`src/rtl/fir_tdm_ctrl.sv`:
```
// fir_tdm_ctrl: time-multiplexed FIR filter controller.
// A single signed MAC is stepped over N taps per input sample.
// Ports:
//   clk, rst               clock and synchronous active-high reset
//   in_valid/in_ready      sample handshake, in_data signed WIDTH
//   coef_we/addr/data      coefficient bank write port (IDLE only)
//   out_valid/out_ready    result handshake, out_data signed 2*WIDTH+4
//   busy                   high whenever a sample is in flight
module fir_tdm_ctrl #(
   parameter int N     = 4,
   parameter int WIDTH = 8,
   parameter int AW    = $clog2(N)
) (
   input  logic                      clk,
   input  logic                      rst,
   input  logic                      in_valid,
   output logic                      in_ready,
   input  logic signed [WIDTH-1:0]   in_data,
   input  logic                      coef_we,
   input  logic [AW-1:0]             coef_addr,
   input  logic signed [WIDTH-1:0]   coef_data,
   output logic                      out_valid,
   input  logic                      out_ready,
   output logic signed [2*WIDTH+3:0] out_data,
   output logic                      busy
);

   localparam int OW = 2*WIDTH+4;
   localparam int PW = 2*WIDTH;

   typedef enum logic [1:0] {
      IDLE,
      MAC,
      OUT
   } state_t;

   state_t                  state_q, state_d;
   logic signed [OW-1:0]    acc_q, acc_d;
   logic signed [OW-1:0]    out_data_q, out_data_d;
   logic [AW-1:0]           k_q, k_d;
   logic [AW-1:0]           wr_ptr_q, wr_ptr_d;
   logic [AW-1:0]           new_ptr_q, new_ptr_d;
   logic signed [WIDTH-1:0] hist_q [N];
   logic signed [WIDTH-1:0] hist_d [N];
   logic signed [WIDTH-1:0] coef_q [N];
   logic signed [WIDTH-1:0] coef_d [N];
   logic                    in_ready_q, in_ready_d;
   logic                    out_valid_q, out_valid_d;
   logic                    busy_q, busy_d;

   logic [AW-1:0]           rd_idx;
   logic signed [PW-1:0]    prod;
   logic signed [OW-1:0]    acc_sum;
   logic                    coef_ok;

   assign coef_ok = ({1'b0, coef_addr} < (AW+1)'(N));

   // Tap k reads x[n-k]; the subtraction wraps inside the N-entry ring.
   // When new_ptr < k the AW-bit sum may overflow, but the true result
   // lies in [0,N) so the modular arithmetic still lands on it.
   always_comb begin
      if (new_ptr_q >= k_q) begin
         rd_idx = new_ptr_q - k_q;
      end else begin
         rd_idx = new_ptr_q + AW'(N) - k_q;
      end
   end

   assign prod    = coef_q[k_q] * hist_q[rd_idx];
   assign acc_sum = acc_q + $signed({{4{prod[PW-1]}}, prod});

   always_comb begin
      state_d     = state_q;
      acc_d       = acc_q;
      out_data_d  = out_data_q;
      k_d         = k_q;
      wr_ptr_d    = wr_ptr_q;
      new_ptr_d   = new_ptr_q;
      hist_d      = hist_q;
      coef_d      = coef_q;
      in_ready_d  = in_ready_q;
      out_valid_d = out_valid_q;
      busy_d      = busy_q;

      unique case (state_q)
         IDLE: begin
            if (coef_we && coef_ok) begin
               coef_d[coef_addr] = coef_data;
            end
            if (in_valid && in_ready_q) begin
               hist_d[wr_ptr_q] = in_data;
               new_ptr_d        = wr_ptr_q;
               wr_ptr_d         = (wr_ptr_q == AW'(N-1)) ?
                                  '0 : wr_ptr_q + AW'(1);
               acc_d            = '0;
               k_d              = '0;
               state_d          = MAC;
               in_ready_d       = 1'b0;
               busy_d           = 1'b1;
            end
         end
         MAC: begin
            acc_d = acc_sum;
            if (k_q == AW'(N-1)) begin
               out_data_d  = acc_sum;
               out_valid_d = 1'b1;
               state_d     = OUT;
            end else begin
               k_d = k_q + AW'(1);
            end
         end
         OUT: begin
            if (out_ready) begin
               out_valid_d = 1'b0;
               in_ready_d  = 1'b1;
               busy_d      = 1'b0;
               state_d     = IDLE;
            end
         end
         default: begin
            state_d     = IDLE;
            in_ready_d  = 1'b1;
            out_valid_d = 1'b0;
            busy_d      = 1'b0;
         end
      endcase
   end

   always_ff @(posedge clk) begin
      if (rst) begin
         state_q     <= IDLE;
         acc_q       <= '0;
         out_data_q  <= '0;
         k_q         <= '0;
         wr_ptr_q    <= '0;
         new_ptr_q   <= '0;
         in_ready_q  <= 1'b1;
         out_valid_q <= 1'b0;
         busy_q      <= 1'b0;
         for (int i = 0; i < N; i++) begin
            hist_q[i] <= '0;
            coef_q[i] <= WIDTH'(i + 1);
         end
      end else begin
         state_q     <= state_d;
         acc_q       <= acc_d;
         out_data_q  <= out_data_d;
         k_q         <= k_d;
         wr_ptr_q    <= wr_ptr_d;
         new_ptr_q   <= new_ptr_d;
         in_ready_q  <= in_ready_d;
         out_valid_q <= out_valid_d;
         busy_q      <= busy_d;
         hist_q      <= hist_d;
         coef_q      <= coef_d;
      end
   end

   assign in_ready  = in_ready_q;
   assign out_valid = out_valid_q;
   assign out_data  = out_data_q;
   assign busy      = busy_q;

endmodule

```
`config.mk`:
```
export PLATFORM = sky130hd
export DESIGN_NAME = fir_tdm_ctrl
export DESIGN_NICKNAME = d
export VERILOG_FILES = /design/src/rtl/fir_tdm_ctrl.sv
export SDC_FILE = /design/constraint.sdc
export NUM_CORES = 1
export LEC_CHECK = 0
export CORE_MARGIN = 4
export CORE_UTILIZATION = 40
export CTS_CLUSTER_DIAMETER = 120
export CTS_CLUSTER_SIZE = 10
export DETAILED_ROUTE_END_ITERATION = 16
export PLACE_DENSITY = 0.71
export SYNTH_ARGS = -nofsm -noshare
export SYNTH_HDL_FRONTEND = slang
export SYNTH_SLANG_ARGS = --single-unit
```
`constraint.sdc`:
```
create_clock -name clk -period 6.7 [get_ports clk]
set_input_delay 1.005 -clock clk [delete_from_list [all_inputs] [get_ports clk]]
set_output_delay 1.005 -clock clk [all_outputs]
set_load 0.02 [all_outputs]
```
== Yosys cells after proc, flatten, opt, wreduce, memory -nomap -nowiden ==
Index checks and enable logic that the tools add are counted.

* Input port bits: 23
* Output and inout bits: 23
* Register bits after elaboration: 115
* Word-level logic and storage cells: 85

* Multipliers: 1
* Add/sub/neg operators: 4
* Muxes and demuxes: 30
* Bitwise logic cells: 6
* Reduce and logical (&&, ||, !) cells: 13
* Eq/ne operators: 8
* Magnitude comparators: 6

{| class="wikitable"
|+ Operator list
! operator !! number
|-
| $bwmux W32 || 2
|-
| $mux W8 || 6
|-
| $pmux W20 S2 || 1
|-
| $bmux W8 S2 || 2
|-
| $demux W8 S2 || 2
|-
| $add A20 B16 Y20 || 1
|-
| $mux W20 || 1
|-
| $mul A8 B8 Y16 || 1
|-
| $ge A3 B3 Y1 const B || 4
|-
| $mux W2 || 6
|-
| $not A2 Y3 || 4
|-
| $reduce_and A3 Y1 || 4
|-
| $pmux W1 S3 || 3
|-
| $ne A2 B2 Y1 const B || 4
|-
| $reduce_and A2 Y1 || 4
|-
| $eq A2 B2 Y1 const B || 3
|-
| $lt A3 B1 Y1 const B || 2
|-
| $pmux W2 S3 || 1
|-
| $mux W1 || 5
|-
| $add A2 B1 Y2 const B || 2
|-
| $pmux W2 S2 || 1
|-
| $logic_and A1 B1 Y1 || 3
|-
| $eq A2 B1 Y1 const B || 1
|-
| $logic_not A2 Y1 || 1
|-
| other kinds (3) || 4
|}

== Longest topological paths before layout ==
* Word-level depth: 8
* Gate-level depth with buffers: 24
* Depth with buffers taken out: 24

== Worst setup path after synthesis ==
OpenSTA, ideal clock, no wires.

* Path kind: register to register
* Start point: reg new_ptr_q[0]
* End point: reg out_data_q[19] (netlist: out_data[19])
* Path buffers: 0
* Slack: 28 ps
* Stages on the path, launching flop included: 22
* Arrival: 6581 ps
* Setup time: 91 ps
* Data required time: 6609 ps
* Period minus slack after synthesis: 6672 ps
* Path through: dfxtp_1 > inv_1 > ha_1 > xor2_1 > xnor2_1 > mux4_2 > and2_1 > inv_1 > fa_1 > inv_1 > fa_1 > fa_1 > fa_1 > ha_1 > xnor2_1 > ha_1 > o21a_1 > a2111o_1 > a32oi_2 > a21oi_2 > or3_1 > a311oi_1

* Word-level cells in the longest chain between the ends: 7

{| class="wikitable"
|+ Ends and longest elaborated chain
! what !! RTL line !! RTL
|-
| from (decl) || 42 || <nowiki>logic [AW-1:0] new_ptr_q, new_ptr_d;</nowiki>
|-
| from (signal assigned) || 150 || <nowiki>new_ptr_q <= new_ptr_d;</nowiki>
|-
| $sub A2 B2 Y2 || 63, 65 ||
|-
| $not A2 Y3 (implied by the code) || 69 || <nowiki>assign prod = coef_q[k_q] * hist_q[rd_idx];</nowiki>
|-
| $bmux W8 S2 || 69 ||
|-
| $mux W8 (implied by the code) (2 in a row) || 69 ||
|-
| $mul A8 B8 Y16 || 69 ||
|-
| $add A20 B16 Y20 || 70 || <nowiki>assign acc_sum = acc_q + $signed({{4{prod[PW-1]}}, prod});</nowiki>
|-
| to (signal assigned) || 147 || <nowiki>out_data_q <= out_data_d;</nowiki>
|-
| to (decl) || 39 || <nowiki>logic signed [OW-1:0] out_data_q, out_data_d;</nowiki>
|}

Every way passes these cells. The select of a mux whose other input is x is not followed.
A chain may end at the register's enable or synchronous reset.

== Final worst setup path ==
Same ends and word-level chain as after synthesis.

==> metrics.yaml <==
ff2ff_setup_slack_ns: 0.33
ys_ff_latch: 115
synthCells: 898
final.period_utilization: 0.9502
final_nets: 1103
p_comb_frac: 0.203
antenna_found_initial: 0
crit_path_start_kind: "flip-flop"
drtIter0Drc: 480
synth_ff_type: "dfxtp_1"
yosys_warnings: 0
avgSynthCellArea_sq_um: 9.278
avgViaCountPerCell: 5.285
gp_congestion: 0.8315
cts-root-buf: "clkbuf_16"
worst-slew-pin-transition_ns: 0.9891
swShare: 0.2996
antenna_left: 0
port_buffers: 45
period_minus_slack_ns: 6.367
fp.dieW_um: 152.3
async_flop_share: 0
setup_violations: 0
crit_required_ns: 7.04
hold_violations: 0
die_area_sq_um: 23200
hp-class: "reg -> reg"
area_growth_pct: 16.17
place_ws_ns: 0.1879
rows: 52
synth_fp_nets: 1061
dp.cells: 1191
grt_pass1_vias: 6428
power_density_nw_per_um2: 206.8
n_antenna_cell: 0
netlist-cell-type-count: 59
rsz0062_at_grt: "no"
coreArea_sq_um: 20360
power_leakage_nw: 4.258
n_fill_cell: 1872
num_io_pins: 46
final_cells: 1223
cts-htree-levels: 4
grt_max_degree: 90
power_mw: 2.001
end_kind: "flip-flop"
drt-total-wl_um: 19320
cts_made_buffers: 17
cts.sinks: 115
die_h_um: 152.3
worst_slack_ns: 0.3333
dpl-instance-area_sq_um: 9100
slew_viol_final: 0
gr-usage-all-layers: 0.1735
overflow: 0
clk_pin_slew_ns: 0.06
netlist_area_sq_um: 8332
switching_power_mw: 0.5997
postLayoutCellArea_sq_um: 9679
drive_gt1_frac: 0.07765
arrival_ns: 6.70
drtPass1Iterations: 5
cts_tree: "yes"
finalClockSkew_ns: 0.01117
cts_buffer_depth: 2
peakVddDrop_uv: 183.4
setup_tns_ns: 0
synth_seq_area_share: 0.2763
slew_headroom: 0.3406
p_clk_frac: 0.434
clk_latency_ns: 0.42
cts_setup_buffers: 0
worst-path-max-fanout: 8
cap_violations: 0
synth_edf_count: 0
crit_type: "reg -> reg"
internal-power_mw: 1.402
drc: 0
status: "complete, no violations"
grt_pass1_wl_um: 32800
vias: 6463
wl_per_cell_um: 15.80
initial_core_util: 0.4091
place_hpwl_um: 14430
power_frac_seq: 0.363
max_freq_ghz: 0.1571
critical path, cell delays in order, from the launching register on:
cell	delay (ns)
dfxtp_1	0.33
inv_1	0.05
ha_2	0.16
xor2_1	0.15
xnor2_1	0.20
buf_4	0.21
mux2i_1	0.09
nand2_1	0.09
o21ai_2	0.12
or2_2	0.32
fa_1	0.50
fa_1	0.55
inv_1	0.05
fa_1	0.50
fa_1	0.49
ha_1	0.33
xnor2_1	0.14
ha_1	0.33
o21a_1	0.17
a2111o_1	0.47
a32oi_4	0.30
a21oi_2	0.12
or3_1	0.37
a311oi_1	0.25
cells in the mapped netlist, types with 2 or more instances:
master	number	area share
or2_2	3	0.0023
fa_1	87	0.21
a311oi_1	2	0.0021
nand2_1	104	0.047
or3_1	3	0.0023
a22oi_1	2	0.0018
o41ai_1	4	0.0042
nor2b_1	5	0.0038
o21bai_1	3	0.0027
nand3b_1	4	0.0036
dfxtp_1	115	0.28
a21boi_0	2	0.0018
nand4_1	4	0.0030
a211oi_1	4	0.0036
ha_1	53	0.080
mux4_2	15	0.041
nor3b_1	5	0.0045
a211o_1	7	0.0074
a2111oi_0	2	0.0021
nand3_1	51	0.031
inv_1	103	0.046
nand2b_1	8	0.0060
o21ai_0	12	0.0072
a21oi_1	74	0.044
nor3_1	10	0.0060
or4_1	2	0.0018
xnor2_1	9	0.0095
o21a_1	5	0.0045
xor2_1	4	0.0042
clkbuf_1	33	0.015
a21o_1	5	0.0045
buf_1	5	0.0023
a31oi_1	2	0.0015
mux2i_1	27	0.032
and2_1	35	0.026
o211ai_1	4	0.0036
nor2_1	57	0.026
nand4b_1	7	0.0074
repair_timing:
action / CTS / global route
resized for setup: 0 / 2
endpoints found under the setup margin: 0 / 3
hold buffers: 0 / 0
cells in the final DEF (no fill, tap or decap), types with 8 or more instances in the layout:
cell type / Yosys / layout
fa_1: 87 / 87
nor2_1: 57 / 57
xnor2_1: 9 / 9
mux2i_1: 27 / 27
nor3_1: 10 / 9
nand3_1: 51 / 51
and2_1: 35 / 35
mux4_2: 15 / 15
clkbuf_16: 0 / 17
inv_1: 103 / 103
a21oi_1: 74 / 74
clkdlybuf4s50_1: 0 / 44
o21ai_0: 12 / 12
nand2b_1: 8 / 8
buf_4: 1 / 18
nand2_1: 104 / 104
dfxtp_1: 115 / 115
ha_1: 53 / 52
registers in the layout, indices dropped and copies added (netlist names), 2 cells and up:
name / flops
coef_q: 32
hist_q: 32
acc_q: 20
out_data: 20
k_q: 2
new_ptr_q: 2
state_q: 2
wr_ptr_q: 2
layout make-up:
cell class                 count  area [sq um]  share of cell area
timing repair buffer          62         575.6             0.05946
tap                          270         337.8             0.03490
clock inverter                11         105.1             0.01086
inverter                     103         386.6             0.03994
clock buffer                  21         460.4             0.04757
multi-input combinational    641          5512              0.5694
sequential                   115          2302              0.2378
power by group through the flow:
stage | clock network (mW) | logic [mW] | registers (mW)
2_1_floorplan | 0 | 0.295 | 0.735
3_3_place_gp | 0 | 0.394 | 0.741
3_5_place_dp | 0 | 0.402 | 0.741
4_1_cts | 0.883 | 0.406 | 0.727
5_1_grt | 0.910 | 0.460 | 0.730
6_report | 0.869 | 0.406 | 0.727
metal layers:
layer / routed length (um) / GRT usage / vias to the layer above
met5: 0 / 0 / -
met4: 261 / 0.04366 / 0
met3: 976 / 0.03323 / 25
met2: 9006 / 0.2775 / 155
met1: 9076 / 0.2438 / 3174
li1: - / - / 3109
final timing paths:
check | from | end | cells past startpoint
worst max register to register | new_ptr_q[0]$_SDFFE_PP0P_ | out_data[19]$_SDFFE_PP0P_ | 23
worst max-delay path | new_ptr_q[0]$_SDFFE_PP0P_ | out_data[19]$_SDFFE_PP0P_ | 23
worst min register to register | out_data[4]$_SDFFE_PP0P_ | out_data[4]$_SDFFE_PP0P_ | 2
worst min-delay path | out_data[4]$_SDFFE_PP0P_ | out_data[4]$_SDFFE_PP0P_ | 2
stage by stage:
stage	util	hold slack, ns
detailed placement	0.4469	0.4489
global placement	0.4469	0.4389
finish	0.4753	0.4512
global route	0.4753	0.4727
CTS	0.4746	0.4560
floorplan	-	0.4298
cells by family after synthesis:
kind of cell / Yosys count / share of synthesized area
multiplexers: 43 / 0.07434
AO/OA/AOI/OAI: 142 / 0.1081
AND/OR/NAND/NOR: 303 / 0.1745
buffers and inverters: 142 / 0.06442
flip-flops: 115 / 0.2763
adder cells (fa/ha/maj): 140 / 0.2886
XOR/XNOR: 13 / 0.01367
Note: power is estimated with default switching activity, not from simulation.
